### config.mk
export PLATFORM = sky130hd
export DESIGN_NAME = idu_pipe
export DESIGN_NICKNAME = d
export VERILOG_FILES = /design/src/rtl/idu_pkg.sv /design/src/rtl/idu_imm_gen.sv /design/src/rtl/idu_pipe.sv
export SDC_FILE = /design/constraint.sdc
export NUM_CORES = 1
export LEC_CHECK = 0
export CAP_MARGIN = 20
export CORE_MARGIN = 4
export CORE_UTILIZATION = 43
export CTS_CLUSTER_SIZE = 10
export DETAILED_ROUTE_END_ITERATION = 10
export PLACE_DENSITY = 0.85
export RECOVER_POWER = 25
export SYNTH_ARGS = -nofsm -noshare
export SYNTH_HDL_FRONTEND = slang
export SYNTH_SLANG_ARGS = --single-unit
### constraint.sdc
create_clock -name clk -period 6.1 [get_ports clk]
set_clock_uncertainty 0.2 [all_clocks]
set_input_delay 1.22 -clock clk [delete_from_list [all_inputs] [get_ports clk]]
set_output_delay 1.22 -clock clk [all_outputs]
set_load 0.01 [all_outputs]
### src/rtl/idu_pkg.sv
// Shared decode definitions: opcodes, ALU operation codes, memory sizes and the
// control bundle carried by the decode output register.
package idu_pkg;

  localparam logic [6:0] OP_IMM   = 7'b0010011;
  localparam logic [6:0] OP       = 7'b0110011;
  localparam logic [6:0] LUI      = 7'b0110111;
  localparam logic [6:0] AUIPC    = 7'b0010111;
  localparam logic [6:0] JAL      = 7'b1101111;
  localparam logic [6:0] JALR     = 7'b1100111;
  localparam logic [6:0] BRANCH   = 7'b1100011;
  localparam logic [6:0] LOAD     = 7'b0000011;
  localparam logic [6:0] STORE    = 7'b0100011;
  localparam logic [6:0] OP_IMM32 = 7'b0011011;
  localparam logic [6:0] OP32     = 7'b0111011;
  localparam logic [6:0] SYSTEM   = 7'b1110011;
  localparam logic [6:0] MISC_MEM = 7'b0001111;

  localparam logic [1:0] MEM_B = 2'd0;
  localparam logic [1:0] MEM_H = 2'd1;
  localparam logic [1:0] MEM_W = 2'd2;
  localparam logic [1:0] MEM_D = 2'd3;

  // M ops are ordered by funct3 so AluMul + funct3 selects the operation.
  typedef enum logic [4:0] {
    AluAdd, AluSub, AluSll, AluSlt, AluSltu, AluXor, AluSrl, AluSra, AluOr, AluAnd,
    AluBeq, AluBne, AluBlt, AluBge, AluBltu, AluBgeu,
    AluMul, AluMulh, AluMulhsu, AluMulhu, AluDiv, AluDivu, AluRem, AluRemu
  } alu_op_e;

  typedef enum logic [2:0] {FmtR, FmtI, FmtS, FmtB, FmtU, FmtJ} fmt_e;

  typedef struct packed {
    logic [4:0] rs1;
    logic [4:0] rs2;
    logic [4:0] rd;
    alu_op_e    alu_op;
    logic       src1_pc;
    logic       src2_imm;
    logic       reg_wr;
    logic       mem_rd;
    logic       mem_wr;
    logic [1:0] mem_size;
    logic       mem_uns;
    logic       branch;
    logic       jump;
    logic       word;
    logic       illegal;
    logic       ebreak;
  } ctrl_t;

endpackage

### src/rtl/idu_imm_gen.sv
// Immediate generator: extracts the format-specific immediate and sign-extends
// it from inst[31] to XLEN.
module idu_imm_gen
  import idu_pkg::*;
#(
  parameter int unsigned XLEN = 64
) (
  input  logic [31:0]     inst,
  input  fmt_e            fmt,
  output logic [XLEN-1:0] imm
);

  logic [31:0] imm32;

  always_comb begin
    imm32 = '0;
    case (fmt)
      FmtI:    imm32 = {{20{inst[31]}}, inst[31:20]};
      FmtS:    imm32 = {{20{inst[31]}}, inst[31:25], inst[11:7]};
      FmtB:    imm32 = {{19{inst[31]}}, inst[31], inst[7], inst[30:25], inst[11:8], 1'b0};
      FmtU:    imm32 = {inst[31:12], 12'b0};
      FmtJ:    imm32 = {{11{inst[31]}}, inst[31], inst[19:12], inst[20], inst[30:21], 1'b0};
      default: imm32 = '0;
    endcase
  end

  if (XLEN > 32) begin : g_ext
    assign imm = {{(XLEN-32){imm32[31]}}, imm32};
  end else begin : g_noext
    assign imm = imm32;
  end

endmodule

### src/rtl/idu_pipe.sv
// RV32I/RV64I(+M) decode stage: combinational decode into a single output
// register with valid/ready handshake on both sides and a flush for redirects.
module idu_pipe
  import idu_pkg::*;
#(
  parameter int unsigned XLEN    = 64,
  parameter bit          EN_M    = 1'b0,
  parameter bit          ILL_NOP = 1'b1
) (
  input  logic            clk,
  input  logic            rst,
  input  logic            flush,
  input  logic            in_valid,
  output logic            in_ready,
  input  logic [31:0]     in_inst,
  input  logic [XLEN-1:0] in_pc,
  output logic            out_valid,
  input  logic            out_ready,
  output logic [XLEN-1:0] out_pc,
  output logic [4:0]      out_rs1,
  output logic [4:0]      out_rs2,
  output logic [4:0]      out_rd,
  output logic [XLEN-1:0] out_imm,
  output logic [4:0]      out_alu_op,
  output logic            out_src1_pc,
  output logic            out_src2_imm,
  output logic            out_reg_wr,
  output logic            out_mem_rd,
  output logic            out_mem_wr,
  output logic [1:0]      out_mem_size,
  output logic            out_mem_uns,
  output logic            out_branch,
  output logic            out_jump,
  output logic            out_word,
  output logic            out_illegal,
  output logic            out_ebreak
);

  localparam bit Rv32 = (XLEN == 32);

  logic [6:0]      opc, f7;
  logic [2:0]      f3;
  logic            word, shamt_bad, ill;
  fmt_e            fmt;
  ctrl_t           ctrl_d, ctrl_q;
  logic [XLEN-1:0] imm_d, imm_q, pc_q;

  assign opc  = in_inst[6:0];
  assign f3   = in_inst[14:12];
  assign f7   = in_inst[31:25];
  assign word = (opc == OP_IMM32) || (opc == OP32);
  // Shift amounts reach bit 5 only for full-width RV64 shifts.
  assign shamt_bad = in_inst[25] && (Rv32 || word);

  always_comb begin
    ctrl_d = '0;
    fmt    = FmtR;
    ill    = 1'b0;
    unique case (opc)
      LUI, AUIPC: begin
        fmt             = FmtU;
        ctrl_d.rd       = in_inst[11:7];
        ctrl_d.src1_pc  = (opc == AUIPC);
        ctrl_d.src2_imm = 1'b1;
        ctrl_d.reg_wr   = 1'b1;
      end
      JAL, JALR: begin
        fmt             = (opc == JAL) ? FmtJ : FmtI;
        ctrl_d.rs1      = (opc == JALR) ? in_inst[19:15] : 5'd0;
        ctrl_d.rd       = in_inst[11:7];
        ctrl_d.src1_pc  = 1'b1;
        ctrl_d.src2_imm = 1'b1;
        ctrl_d.reg_wr   = 1'b1;
        ctrl_d.jump     = 1'b1;
        ill             = (opc == JALR) && (f3 != 3'd0);
      end
      BRANCH: begin
        fmt           = FmtB;
        ctrl_d.rs1    = in_inst[19:15];
        ctrl_d.rs2    = in_inst[24:20];
        ctrl_d.branch = 1'b1;
        case (f3)
          3'd0:    ctrl_d.alu_op = AluBeq;
          3'd1:    ctrl_d.alu_op = AluBne;
          3'd4:    ctrl_d.alu_op = AluBlt;
          3'd5:    ctrl_d.alu_op = AluBge;
          3'd6:    ctrl_d.alu_op = AluBltu;
          3'd7:    ctrl_d.alu_op = AluBgeu;
          default: ill = 1'b1;
        endcase
      end
      LOAD: begin
        fmt             = FmtI;
        ctrl_d.rs1      = in_inst[19:15];
        ctrl_d.rd       = in_inst[11:7];
        ctrl_d.src2_imm = 1'b1;
        ctrl_d.reg_wr   = 1'b1;
        ctrl_d.mem_rd   = 1'b1;
        ctrl_d.mem_size = f3[1:0];
        ctrl_d.mem_uns  = f3[2];
        ill = (f3 == 3'd7) || (Rv32 && (f3 == 3'd3 || f3 == 3'd6));
      end
      STORE: begin
        fmt             = FmtS;
        ctrl_d.rs1      = in_inst[19:15];
        ctrl_d.rs2      = in_inst[24:20];
        ctrl_d.src2_imm = 1'b1;
        ctrl_d.mem_wr   = 1'b1;
        ctrl_d.mem_size = f3[1:0];
        ill = f3[2] || (Rv32 && f3 == 3'd3);
      end
      OP_IMM, OP_IMM32: begin
        fmt             = FmtI;
        ctrl_d.rs1      = in_inst[19:15];
        ctrl_d.rd       = in_inst[11:7];
        ctrl_d.src2_imm = 1'b1;
        ctrl_d.reg_wr   = 1'b1;
        ctrl_d.word     = word;
        ill             = word && Rv32;
        case (f3)
          3'd0: ctrl_d.alu_op = AluAdd;
          3'd1: begin
            ctrl_d.alu_op = AluSll;
            ill = ill || shamt_bad || (in_inst[31:26] != 6'b000000);
          end
          3'd5: begin
            ctrl_d.alu_op = in_inst[30] ? AluSra : AluSrl;
            ill = ill || shamt_bad ||
                  (in_inst[31:26] != 6'b000000 && in_inst[31:26] != 6'b010000);
          end
          3'd2: begin ctrl_d.alu_op = AluSlt;  ill = ill || word; end
          3'd3: begin ctrl_d.alu_op = AluSltu; ill = ill || word; end
          3'd4: begin ctrl_d.alu_op = AluXor;  ill = ill || word; end
          3'd6: begin ctrl_d.alu_op = AluOr;   ill = ill || word; end
          default: begin ctrl_d.alu_op = AluAnd; ill = ill || word; end
        endcase
      end
      OP, OP32: begin
        ctrl_d.rs1    = in_inst[19:15];
        ctrl_d.rs2    = in_inst[24:20];
        ctrl_d.rd     = in_inst[11:7];
        ctrl_d.reg_wr = 1'b1;
        ctrl_d.word   = word;
        ill           = word && Rv32;
        if (f7 == 7'b0000001) begin
          ctrl_d.alu_op = alu_op_e'(AluMul + {2'b00, f3});
          ill = ill || !EN_M || (word && f3 inside {3'd1, 3'd2, 3'd3});
        end else if (f7 == 7'b0000000) begin
          case (f3)
            3'd0:    ctrl_d.alu_op = AluAdd;
            3'd1:    ctrl_d.alu_op = AluSll;
            3'd2:    ctrl_d.alu_op = AluSlt;
            3'd3:    ctrl_d.alu_op = AluSltu;
            3'd4:    ctrl_d.alu_op = AluXor;
            3'd5:    ctrl_d.alu_op = AluSrl;
            3'd6:    ctrl_d.alu_op = AluOr;
            default: ctrl_d.alu_op = AluAnd;
          endcase
          ill = ill || (word && !(f3 inside {3'd0, 3'd1, 3'd5}));
        end else if (f7 == 7'b0100000 && (f3 == 3'd0 || f3 == 3'd5)) begin
          ctrl_d.alu_op = (f3 == 3'd0) ? AluSub : AluSra;
        end else begin
          ill = 1'b1;
        end
      end
      SYSTEM: begin
        ctrl_d.ebreak = (in_inst == 32'h0010_0073);
        ill           = !ctrl_d.ebreak;
      end
      MISC_MEM: ill = (f3 != 3'd0);
      default:  ill = 1'b1;
    endcase
    if (in_inst[1:0] != 2'b11) ill = 1'b1;
    if (ctrl_d.rd == 5'd0) ctrl_d.reg_wr = 1'b0;
    ctrl_d.illegal = ill;
    if (ill && ILL_NOP) begin
      ctrl_d.reg_wr = 1'b0;
      ctrl_d.mem_rd = 1'b0;
      ctrl_d.mem_wr = 1'b0;
    end
  end

  idu_imm_gen #(
    .XLEN(XLEN)
  ) u_imm_gen (
    .inst(in_inst),
    .fmt (fmt),
    .imm (imm_d)
  );

  assign in_ready = !out_valid || out_ready;

  always_ff @(posedge clk or posedge rst) begin
    if (rst) begin
      out_valid <= 1'b0;
      ctrl_q    <= '0;
      imm_q     <= '0;
      pc_q      <= '0;
    end else if (flush) begin
      out_valid <= 1'b0;
    end else if (in_ready) begin
      out_valid <= in_valid;
      if (in_valid) begin
        ctrl_q <= ctrl_d;
        imm_q  <= imm_d;
        pc_q   <= in_pc;
      end
    end
  end

  assign out_pc       = pc_q;
  assign out_imm      = imm_q;
  assign out_rs1      = ctrl_q.rs1;
  assign out_rs2      = ctrl_q.rs2;
  assign out_rd       = ctrl_q.rd;
  assign out_alu_op   = ctrl_q.alu_op;
  assign out_src1_pc  = ctrl_q.src1_pc;
  assign out_src2_imm = ctrl_q.src2_imm;
  assign out_reg_wr   = ctrl_q.reg_wr;
  assign out_mem_rd   = ctrl_q.mem_rd;
  assign out_mem_wr   = ctrl_q.mem_wr;
  assign out_mem_size = ctrl_q.mem_size;
  assign out_mem_uns  = ctrl_q.mem_uns;
  assign out_branch   = ctrl_q.branch;
  assign out_jump     = ctrl_q.jump;
  assign out_word     = ctrl_q.word;
  assign out_illegal  = ctrl_q.illegal;
  assign out_ebreak   = ctrl_q.ebreak;

endmodule

# Word-level counts from Yosys, hierarchy flattened
# Cells that the tools add are included.
[totals]
regBits = 130
input_bits = 101
output_inout_bits = 163
wordCells = 122
[classes]
add_sub_neg = 1
eq_ne = 30
n_mux = 38
bitwise = 1
reduce_logical = 33
[op_table]
columns = ["cell", "n"]
rows = [
  ["one-hot mux 32 bit (5 select lines)", 1],
  ["one-hot mux 4 bit (7 select lines)", 2],
  ["equality test 7 x 6 -> 1 bit (second input constant)", 5],
  ["equality test 32 x 21 -> 1 bit (second input constant)", 1],
  ["equality test 7 bit (second input constant)", 4],
  ["two-way mux 5 bit", 5],
  ["one-hot mux 4 bit (6 select lines)", 1],
  ["equality test 7 x 5 -> 1 bit (second input constant)", 3],
  ["equality test 3 bit (second input constant)", 6],
  ["two-way mux 1 bit", 18],
  ["one-hot mux 3 bit (5 select lines)", 1],
  ["one-hot mux 5 bit (3 select lines)", 1],
  ["equality test 3 x 2 -> 1 bit (second input constant)", 4],
  ["two-way mux 3 bit", 4],
  ["one-hot mux 5 bit (2 select lines)", 1],
  ["OR reduction 2 bit", 5],
  ["one-hot mux 1 bit (9 select lines)", 1],
  ["OR reduction 9 bit", 1],
  ["OR reduction 4 bit", 2],
  ["OR reduction 8 bit", 1],
  ["equality test 7 x 1 -> 1 bit (second input constant)", 1],
  ["equality test 7 x 2 -> 1 bit (second input constant)", 1],
  ["equality test 7 x 4 -> 1 bit (second input constant)", 1],
  ["zero test 7 bit", 1],
  ["other kinds (20)", 32],
]

# Logic depth before layout (Yosys ltp)
# Gate-level depths: netlist of run 1.
[depth]
word_depth = 9
ltp_mapped = 8
depth_no_buf = 7

# Hierarchy
# From an unflattened synthesis of run 1, not the netlist that was laid out.
[hier_totals]
cells_unflattened = 868
hier_area_um2 = 7400.8
[modules_own_cells]
columns = ["mod", "instances", "cells_per_inst", "area_each_um2", "seq_area_each_um2"]
rows = [
  ["idu_pipe", 1, 770, 6770.2, 4053.9],
  ["idu_imm_gen", 1, 98, 630.6, 0.0],
]

# Worst setup path after synthesis of run 1
# OpenSTA, ideal clock, no wires.
[synth_timing]
path_kind = "input -> output"
startpoint = "in out_ready"
endpoint = "out in_ready"
arrival_time_ns = 1.512
t_required_ns = 4.680
path_slack_ns = 3.168
cell_stages = 2
path_buffers = 0
path_cell_list = "nor2b_1 > inv_1"
[synth_between]
elab_chain_len = 1
[synth_rtl]
columns = ["element", "line", "source"]
rows = [
  ["start: declaration", "idu_pipe.sv:18", "input logic out_ready,"],
  ["logical OR 1 bit", "idu_pipe.sv:191", "assign in_ready = !out_valid || out_ready;"],
  ["end: declaration", "idu_pipe.sv:14", "output logic in_ready,"],
]
# No other way between the ends.

# Final worst setup path of run 1
# Same ends and word-level chain as after synthesis.

==> impl_metrics.ini, run 1 <==
[outcome]
outcome = completed

[job]
drv_cap = 0

[critical_path]
startpoint = out_ready
rrSetupSlack_ns = 3.74
cp_slowest_stage_delay_ns = 0.54
critPathBufInv = 3
cp_cell_sequence = dlygate4sd3_1 -> nor2b_1 -> inv_1 -> clkdlybuf4s50_1
startpoint_type = primary input
path_max_fanout = 3
path_class = in -> out
crit_family = buffers and inverters
endpoint_kind = output port
r2r_end = out_imm[18]
ff2ff_path_depth = 6
slowest_stage = dlygate4sd3_1
worstPathArrival_ns = 2.66
rr_startpoint = out_valid
cp_data_required_time_ns = 4.68

[route]
wl_per_cell_microns = 18.2
drtAntennaViolNets = 0
drt-total-wl_microns = 19700
drc_errors = 0
first_iter_violations = 517
drt-pass1-iter-count = 5
num_vias = 5713
via_per_inst = 5.28

[grt]
grt_usage_pct = 23.6
overflow = 0
antenna_found_initial = 0
grt_pass1_vias = 5539
grt_max_degree = 141
grt_pass1_wl_microns = 30200

[timing]
setup_tns_ns = 0
finalMaxSlewViolations = 0
max_freq_mhz = 245
finalWorstSetupSlack_ns = 2.02
worst_pin_slew_ns = 0.884
rsz0062_at_grt = false
fin_hold_ws_ns = 0.260
setup_violations = 0
min_period_over_period_pct = 66.9
hold_viol_final = 0
slew_headroom_pct = 41.0
fin_crit_ns = 4.08

[clock_tree]
clk_latency_ns = 0.41
ctsLongestPathBuffers = 2
cts.repair.resized = 0
numCtsBuffers = 17
clk_pin_slew_worst_paths_ns = 0.05
h-tree-depth = 4
clockRootBuffer = clkbuf_16
clock-sinks = 130
cts_tree = built
cts_hold_buf = 0
postCtsSetupBuffers = 0

[die]
ioPinCount = 264
rows = 43
initial_core_util_pct = 44.2
die_y_microns = 128
dieArea_sq_um = 16300
core_area_sq_um = 14000
die_width_microns = 128

[power]
cellLeakagePower_nw = 4.15
p_per_area_nw_per_um2 = 267
p_total_mw = 2.48
max-vdd-ir-drop_v = 0.000210

[worst_hold_path]
hp-class = reg -> reg
min_from = out_mem_size[1]
min_to = out_mem_size[1]
hold_depth = 2

[placed_design]
dp_hpwl_microns = 14100
gp_congestion = 0.844
portBuffers = 263
post-place-ws_ns = 1.80

[synthesis]
synthesis.nets = 783
avgSynthCellArea_sq_um = 9.12
synth_area_sq_um = 6180
ys_seq_area_share_pct = 52.7
syn_inst = 677
ys_seq_elements = 130
ys.warnings.count = 0
yosysUniqueCellTypes = 65
async_flop_share_pct = 100
ys.flop_type = dfrtp_1
synth-edff-count = 0

[finish]
fin_util_pct = 66.5
nFillCells = 1134
drive_above_1_share_pct = 5.99
diodes = 0
finalNetCount = 995
area_delta_synth_final_pct = 50.6
==> cell families after synthesis <==
group | after synthesis | share of synthesized area (%)
compound gates | 123 | 14.5
xor+xnor | 2 | 0.284
fa+ha+maj | 5 | 1.01
buf+inv | 84 | 7.31
flops | 130 | 52.7
mux | 1 | 0.182
simple gates | 332 | 24.0
==> layer usage <==
layer	GRT usage (%)	share of wire, %	vias up
met5	0	0	-
met3	6.75	8.3	33
li1	-	-	2696
met2	38.7	49	281
met4	8.24	2.3	0
met1	30.1	41	2703
==> registers in the layout, indices dropped and copies added (netlist names), 2 cells and up <==
register,cells
out_rd,5
out_rs1,5
out_alu_op,5
out_pc,64
out_rs2,5
out_imm,32
out_mem_size,2
==> worst max path at each step <==
stage	depth (start not counted)	endpoint	slack (ns)
6_report	4	in_ready	2.02
3_5_place_dp	6	out_imm[18]	1.80
2_1_floorplan	1	out_alu_op[0]	1.21
5_1_grt	4	in_ready	1.96
4_1_cts	4	in_ready	2.15
3_3_place_gp	6	out_imm[16]	1.88
==> synthesized netlist by cell type (3+ instances only) <==
| library cell | number | area (sq um) |
|---|---|---|
| nand2b_1 | 3 | 18.8 |
| and2_1 | 3 | 18.8 |
| and3_1 | 4 | 25.0 |
| ha_1 | 5 | 62.6 |
| nor2_1 | 15 | 56.3 |
| inv_1 | 10 | 37.5 |
| nand4_1 | 3 | 18.8 |
| buf_1 | 4 | 15.0 |
| o21ai_1 | 11 | 55.1 |
| buf_4 | 33 | 248 |
| a22o_1 | 10 | 87.6 |
| nor2b_1 | 7 | 43.8 |
| buf_2 | 10 | 50.1 |
| nand3_1 | 11 | 55.1 |
| clkbuf_1 | 27 | 101 |
| a221o_1 | 8 | 80.1 |
| a32o_1 | 3 | 30.0 |
| o21ai_0 | 30 | 150 |
| a21oi_1 | 17 | 85.1 |
| a211oi_1 | 4 | 30.0 |
| nand2_1 | 253 | 950 |
| dfrtp_1 | 130 | 3250 |
| a32oi_1 | 5 | 43.8 |
| a31oi_1 | 4 | 25.0 |
| o31ai_1 | 5 | 37.5 |
| nor3_1 | 5 | 25.0 |
| nor4b_1 | 4 | 35.0 |
==> report_power, final <==
part	switching, mW	leakage (nW)	internal, mW	total [mW]
Sequential	0.0398	1.70	0.933	0.973
Clock	0.383	0.307	0.676	1.06
Combinational	0.214	2.14	0.235	0.449
==> final cells by class <==
class                      count  area (sq um)  area share, %
inverter                      10          42.5          0.457
tap                          180           225           2.42
clock inverter                12           153           1.64
timing repair buffer         267          2680           28.8
multi-input combinational    463          2480           26.6
clock buffer                  20           467           5.02
sequential                   130          3250           35.0
==> per-stage QoR <==
stage	instances	instance area, sq um
after floorplan	677	6180
after global placement	1049	8670
after detailed placement	1049	8670
after CTS	1081	9290
after global routing	1082	9300
final	1082	9300
==> layout by cell type, fill, tap and decap left out, types with 5 or more instances in the layout <==
cell and count:
nand2_1 253, clkdlybuf4s50_1 252, dfrtp_1 130, o21ai_0 30, a21oi_1 17, clkbuf_16 17, nor2_1 15, o21ai_1 11
nand3_1 11, dlygate4sd3_1 11, a22o_1 10, inv_1 9, a221o_1 8, nor2b_1 7, nor3_1 5, o31ai_1 5
a32oi_1 5, ha_1 5
==> worst register-to-register path, stage by stage (launching register included) <==
cell and delay [ns]:
dfrtp_1 0.37, nor2b_1 0.18, nor3b_4 0.24, buf_8 0.23, o211ai_2 0.38, nor3_2 0.51, a221o_1 0.19
No activity file was read; power rests on OpenSTA's default activity.
==> run 2, diff against run 1 <==
--- a/config.mk
+++ b/config.mk
@@ -7,10 +7,10 @@
 export LEC_CHECK = 0
 export CAP_MARGIN = 20
 export CORE_MARGIN = 4
-export CORE_UTILIZATION = 43
+export CORE_UTILIZATION = 39
 export CTS_CLUSTER_SIZE = 10
 export DETAILED_ROUTE_END_ITERATION = 10
-export PLACE_DENSITY = 0.85
+export PLACE_DENSITY = 0.82
 export RECOVER_POWER = 25
 export SYNTH_ARGS = -nofsm -noshare
 export SYNTH_HDL_FRONTEND = slang
==> constraint.sdc (replaced) <==
create_clock -name clk -period 3.4 [get_ports clk]
set_clock_uncertainty 0.2 [all_clocks]
set_input_delay 0.68 -clock clk [delete_from_list [all_inputs] [get_ports clk]]
set_output_delay 0.68 -clock clk [all_outputs]
set_load 0.01 [all_outputs]
==> run 2 against run 1 <==
Against the previous run:
- first-iteration DRC count decreased by 20%
- non-clock buffer count increased by 21
- worst setup slack got worse by 1.6 ns
- critical path depth unchanged
- combinational power increased by 86%
- clock power increased by 100%
- register-to-register slack got worse by 2.5 ns
- sequential share of layout area decreased by 0.95 points
- utilization decreased by 4.3 points
- cell count increased by 4.8%
- flip-flop and latch count unchanged
- die area increased by 9.6%
==> impl_metrics.ini, run 2 (same netlist as run 1, synthesis figures left out) <==
[outcome]
outcome = completed

[critical_path]
rrSetupSlack_ns = 1.20
cp_slowest_stage_delay_ns = 0.53
startpoint_type = primary input
startpoint = out_ready
rr_startpoint = out_valid
worstPathArrival_ns = 2.10
path_class = in -> out
cp_data_required_time_ns = 2.52
endpoint_kind = output port
slowest_stage = dlygate4sd3_1
cp_cell_sequence = dlygate4sd3_1 -> nor2b_1 -> inv_1 -> clkdlybuf4s50_1
path_max_fanout = 3

[timing]
slew_headroom_pct = 10.2
finalMaxSlewViolations = 0
worst_pin_slew_ns = 1.34
rsz0062_at_grt = false
max_freq_mhz = 336
hold_viol_final = 0
setup_violations = 0
setup_tns_ns = 0
min_period_over_period_pct = 87.6
fin_crit_ns = 2.98

[power]
p_total_mw = 4.70
max-vdd-ir-drop_v = 0.000385
power.internal_mw = 3.56
clkPwrFrac_pct = 45.1
cellLeakagePower_nw = 4.25
netSwitchingFraction_pct = 24.2
p_per_area_nw_per_um2 = 491
p_switching_mw = 1.13
combPwrFrac_pct = 17.7
power_frac_seq_pct = 37.2

[finish]
final_cell_mix = clkdlybuf4s50_1 (261), nand2_1 (253), dfrtp_1 (130), o21ai_0 (30), buf_4 (20)
nFillCells = 1299
fin_area_sq_um = 9560
finalNetCount = 1016
final_common_cell = clkdlybuf4s50_1
diodes = 0
largest_reg_flops = 64
fin_util_pct = 62.2
area_delta_synth_final_pct = 54.8
drive_above_1_share_pct = 8.02

[clock_tree]
cts.repair.resized = 0
cts_tree = built
ctsLongestPathBuffers = 2
clk_latency_ns = 0.41
clock-sinks = 130
cts_hold_buf = 0
clockRootBuffer = clkbuf_16
h-tree-depth = 4
numCtsBuffers = 17
postCtsSetupBuffers = 0
clk_pin_slew_worst_paths_ns = 0.06

[die]
initial_core_util_pct = 40.2
ioPinCount = 264
rows = 45
die_width_microns = 134
dieArea_sq_um = 17900
core_area_sq_um = 15400
die_y_microns = 134

[route]
drtAntennaViolNets = 0
first_iter_violations = 414
drc_errors = 0
drt-total-wl_microns = 20500
wl_per_cell_microns = 18.1
via_per_inst = 5.09
drt-pass1-iter-count = 5
num_vias = 5768

[grt]
grt_usage_pct = 22.5
grt_pass1_vias = 5632
antenna_found_initial = 0
grt_pass1_wl_microns = 31700
grt_max_degree = 52
overflow = 0

[placed_design]
portBuffers = 263
dp_hpwl_microns = 15400
gp_congestion = 0.903
placed_area_sq_um = 8920

[worst_hold_path]
hp-class = reg -> reg
min_from = out_mem_size[0]

[job]
drv_cap = 0
[run 2: critical path, delay by kind of cell]
family                 cells  cell delay [ns]
buffers and inverters      3             1.12
AND/OR/NAND/NOR            1             0.29
[run 2: area by class of cell]
| type | instances | area (sq um) | share of cell area (%) |
|---|---|---|---|
| Multi-Input combinational cell | 463 | 2480 | 25.9 |
| Clock buffer | 18 | 429 | 4.49 |
| Sequential cell | 130 | 3250 | 34.0 |
| Tap cell | 211 | 264 | 2.76 |
| Clock inverter | 14 | 260 | 2.72 |
| Timing Repair Buffer | 288 | 2840 | 29.7 |
| Inverter | 10 | 38.8 | 0.406 |
[run 2: routing by layer]
layer / vias to the layer above / global-route usage (%) / share of wire (%)
li1: 2727 / - / -
met1: 2762 / 28.5 / 40
met2: 255 / 37.8 / 50
met3: 24 / 6.34 / 8.1
met4: 0 / 6.46 / 1.8
met5: - / 0 / 0
[run 2: power by group through the flow]
stage	Clock [mW]	Combinational (mW)	Sequential, mW
final	2.12	0.833	1.75
after global routing	2.23	0.897	1.76
after CTS	2.15	0.850	1.75
after detailed placement	0	0.845	1.77
after global placement	0	0.831	1.77
after floorplan	0	0.272	1.83
[run 2: path summary, 6_finish.rpt]
path                                   end  depth (start not counted)
hold / removal             out_mem_size[0]                          2
setup reg to reg             out_alu_op[2]                          6
hold reg to reg            out_mem_size[0]                          2
setup / recovery                  in_ready                          4
max in group asynchronous       out_pc[44]                          3
min in group asynchronous       out_pc[21]                          2
[run 2: through the flow]
step	setup WS, ns	cells	hold slack (ns)
2_1_floorplan	0.911	677	0.307
3_3_place_gp	0.374	1102	0.251
3_5_place_dp	0.340	1102	0.257
4_1_cts	0.419	1134	0.271
5_1_grt	0.192	1134	0.292
6_report	0.422	1134	0.263
==> run 3, diff against run 2 <==
--- a/config.mk
+++ b/config.mk
@@ -7,10 +7,10 @@
 export LEC_CHECK = 0
 export CAP_MARGIN = 20
 export CORE_MARGIN = 4
-export CORE_UTILIZATION = 39
+export CORE_UTILIZATION = 43
 export CTS_CLUSTER_SIZE = 10
 export DETAILED_ROUTE_END_ITERATION = 10
-export PLACE_DENSITY = 0.82
+export PLACE_DENSITY = 0.85
 export RECOVER_POWER = 25
 export SYNTH_ARGS = -nofsm -noshare
 export SYNTH_HDL_FRONTEND = slang
==> constraint.sdc (replaced) <==
create_clock -name clk -period 3.2 [get_ports clk]
set_clock_uncertainty 0.2 [all_clocks]
set_input_delay 0.64 -clock clk [delete_from_list [all_inputs] [get_ports clk]]
set_output_delay 0.64 -clock clk [all_outputs]
set_load 0.01 [all_outputs]
==> run 3 against run 2 <==
Against the previous run:
- the run now ends with capacitance limit, slew limit left
- via count is 0.49% lower
- utilization is 5.0 points higher
- routed wire length decreased by 3.6%
- register-to-register slack got worse by 0.03 ns
- sequential power grew 6%
- cell count decreased by 3.2%
- critical endpoint unchanged
- largest power group unchanged
==> impl_metrics.ini, run 3 (same netlist as run 1, synthesis figures left out) <==
[outcome]
outcome = finished with violations
violations = capacitance limit, slew limit

[worst_hold_path]
min_to = out_mem_size[0]
min_from = out_mem_size[0]
hold_depth = 2
hp-class = reg -> reg

[die]
dieArea_sq_um = 16300
die_width_microns = 128
core_area_sq_um = 14000
initial_core_util_pct = 44.2
rows = 43
die_y_microns = 128
ioPinCount = 264

[clock_tree]
clk_latency_ns = 0.40
clockRootBuffer = clkbuf_16
cts.repair.resized = 0
cts_tree = built
postCtsSetupBuffers = 0
numCtsBuffers = 17
clock-sinks = 130
clk_pin_slew_worst_paths_ns = 0.05
ctsLongestPathBuffers = 2
cts_hold_buf = 0
h-tree-depth = 4

[critical_path]
path_max_fanout = 3
worstPathArrival_ns = 2.06
path_class = in -> out
ff2ff_path_depth = 6
rr_startpoint = out_valid
endpoint_kind = output port
cp_data_required_time_ns = 2.36
r2r_end = out_alu_op[2]
rrSetupSlack_ns = 1.17
cp_slowest_stage_delay_ns = 0.54
slowest_stage = dlygate4sd3_1
startpoint_type = primary input
cp_cell_sequence = dlygate4sd3_1 -> nor2b_1 -> inv_1 -> clkdlybuf4s50_1

[finish]
finalNetCount = 1012
fin_util_pct = 67.2
sequential_cell_area_sq_um = 3250
largest_reg_flops = 64
final_common_cell = clkdlybuf4s50_1
multi_input_area_sq_um = 2480
fin_area_sq_um = 9400
diodes = 0
final_cell_mix = clkdlybuf4s50_1 (261), nand2_1 (253), dfrtp_1 (130), o21ai_0 (30)
nFillCells = 1103
area_delta_synth_final_pct = 52.2
drive_above_1_share_pct = 7.30

[timing]
min_period_over_period_pct = 90.5
hold_viol_final = 0
worst_pin_slew_ns = 1.86
setup_tns_ns = 0
fin_crit_ns = 2.90
setup_violations = 0
fin_hold_ws_ns = 0.261
rsz0062_at_grt = false
slew_headroom_pct = -23.9
finalMaxSlewViolations = 78
max_freq_mhz = 345

[route]
via_per_inst = 5.23
drtAntennaViolNets = 0
drt-pass1-iter-count = 7
first_iter_violations = 501
num_vias = 5740
wl_per_cell_microns = 18.0
drc_errors = 0
drt-total-wl_microns = 19800

[placed_design]
placed_area_sq_um = 8840
portBuffers = 263
gp_congestion = 0.895
dp_hpwl_microns = 14600

[power]
max-vdd-ir-drop_v = 0.000375
cellLeakagePower_nw = 4.19
p_total_mw = 4.64
p_per_area_nw_per_um2 = 493

[grt]
grt_pass1_wl_microns = 31000
overflow = 0
grt_max_degree = 84
grt_pass1_vias = 5736
grt_usage_pct = 24.1
antenna_found_initial = 0

[job]
drv_cap = 1
[run 3: changes by cell type in the layout (fill, tap and decap cells not counted), moves of 2 or more]
| cell | previous run | this run |
|---|---|---|
| bufinv_16 | 7 | 2 |
| buf_4 | 20 | 16 |
| clkbuf_1 | 1 | 3 |
| clkbuf_8 | 0 | 3 |
[run 3: layout make-up]
type                       instances  share of cell area, %
sequential                       130                   34.6
tap                              180                   2.40
timing repair buffer             284                   30.0
multi-input combinational        463                   26.4
clock buffer                      23                   5.08
clock inverter                     8                   1.09
inverter                          10                  0.439
[run 3: worst max path at each step]
stage | slack (ns) | endpoint | from | depth (start not counted)
finish | 0.30 | in_ready | out_ready | 4
floorplan | 0.75 | out_alu_op[0] | rst | 1
global route | 0.12 | out_alu_op[0] | rst | 3
global placement | 0.18 | out_rs2[2] | in_inst[4] | 6
detailed placement | 0.17 | out_rs2[3] | in_inst[4] | 6
CTS | 0.30 | out_imm[51] | out_imm[31] | 1
[run 3: report_power, final]
part,internal (mW),switching [mW]
sequential,1.78,0.0726
clock,1.21,0.697
combinational,0.466,0.414
[run 3: worst max-delay path: cells and delay by family]
| kind | cells | cell delay (ns) |
|---|---|---|
| buffers and inverters | 3 | 1.13 |
| and+or+nand+nor | 1 | 0.29 |
[run 3: metrics by stage]
step / std cells / setup WS [ns]
after floorplan: 677 / 0.751
after global placement: 1067 / 0.180
after detailed placement: 1067 / 0.166
after CTS: 1098 / 0.302
after global routing: 1098 / 0.117
final: 1098 / 0.303
[run 3: metal layers]
metal | track usage [%] | routed length (microns)
met5 | 0 | 0
met4 | 6.68 | 321
met3 | 6.42 | 1650
met2 | 40.3 | 9870
met1 | 31.1 | 7950
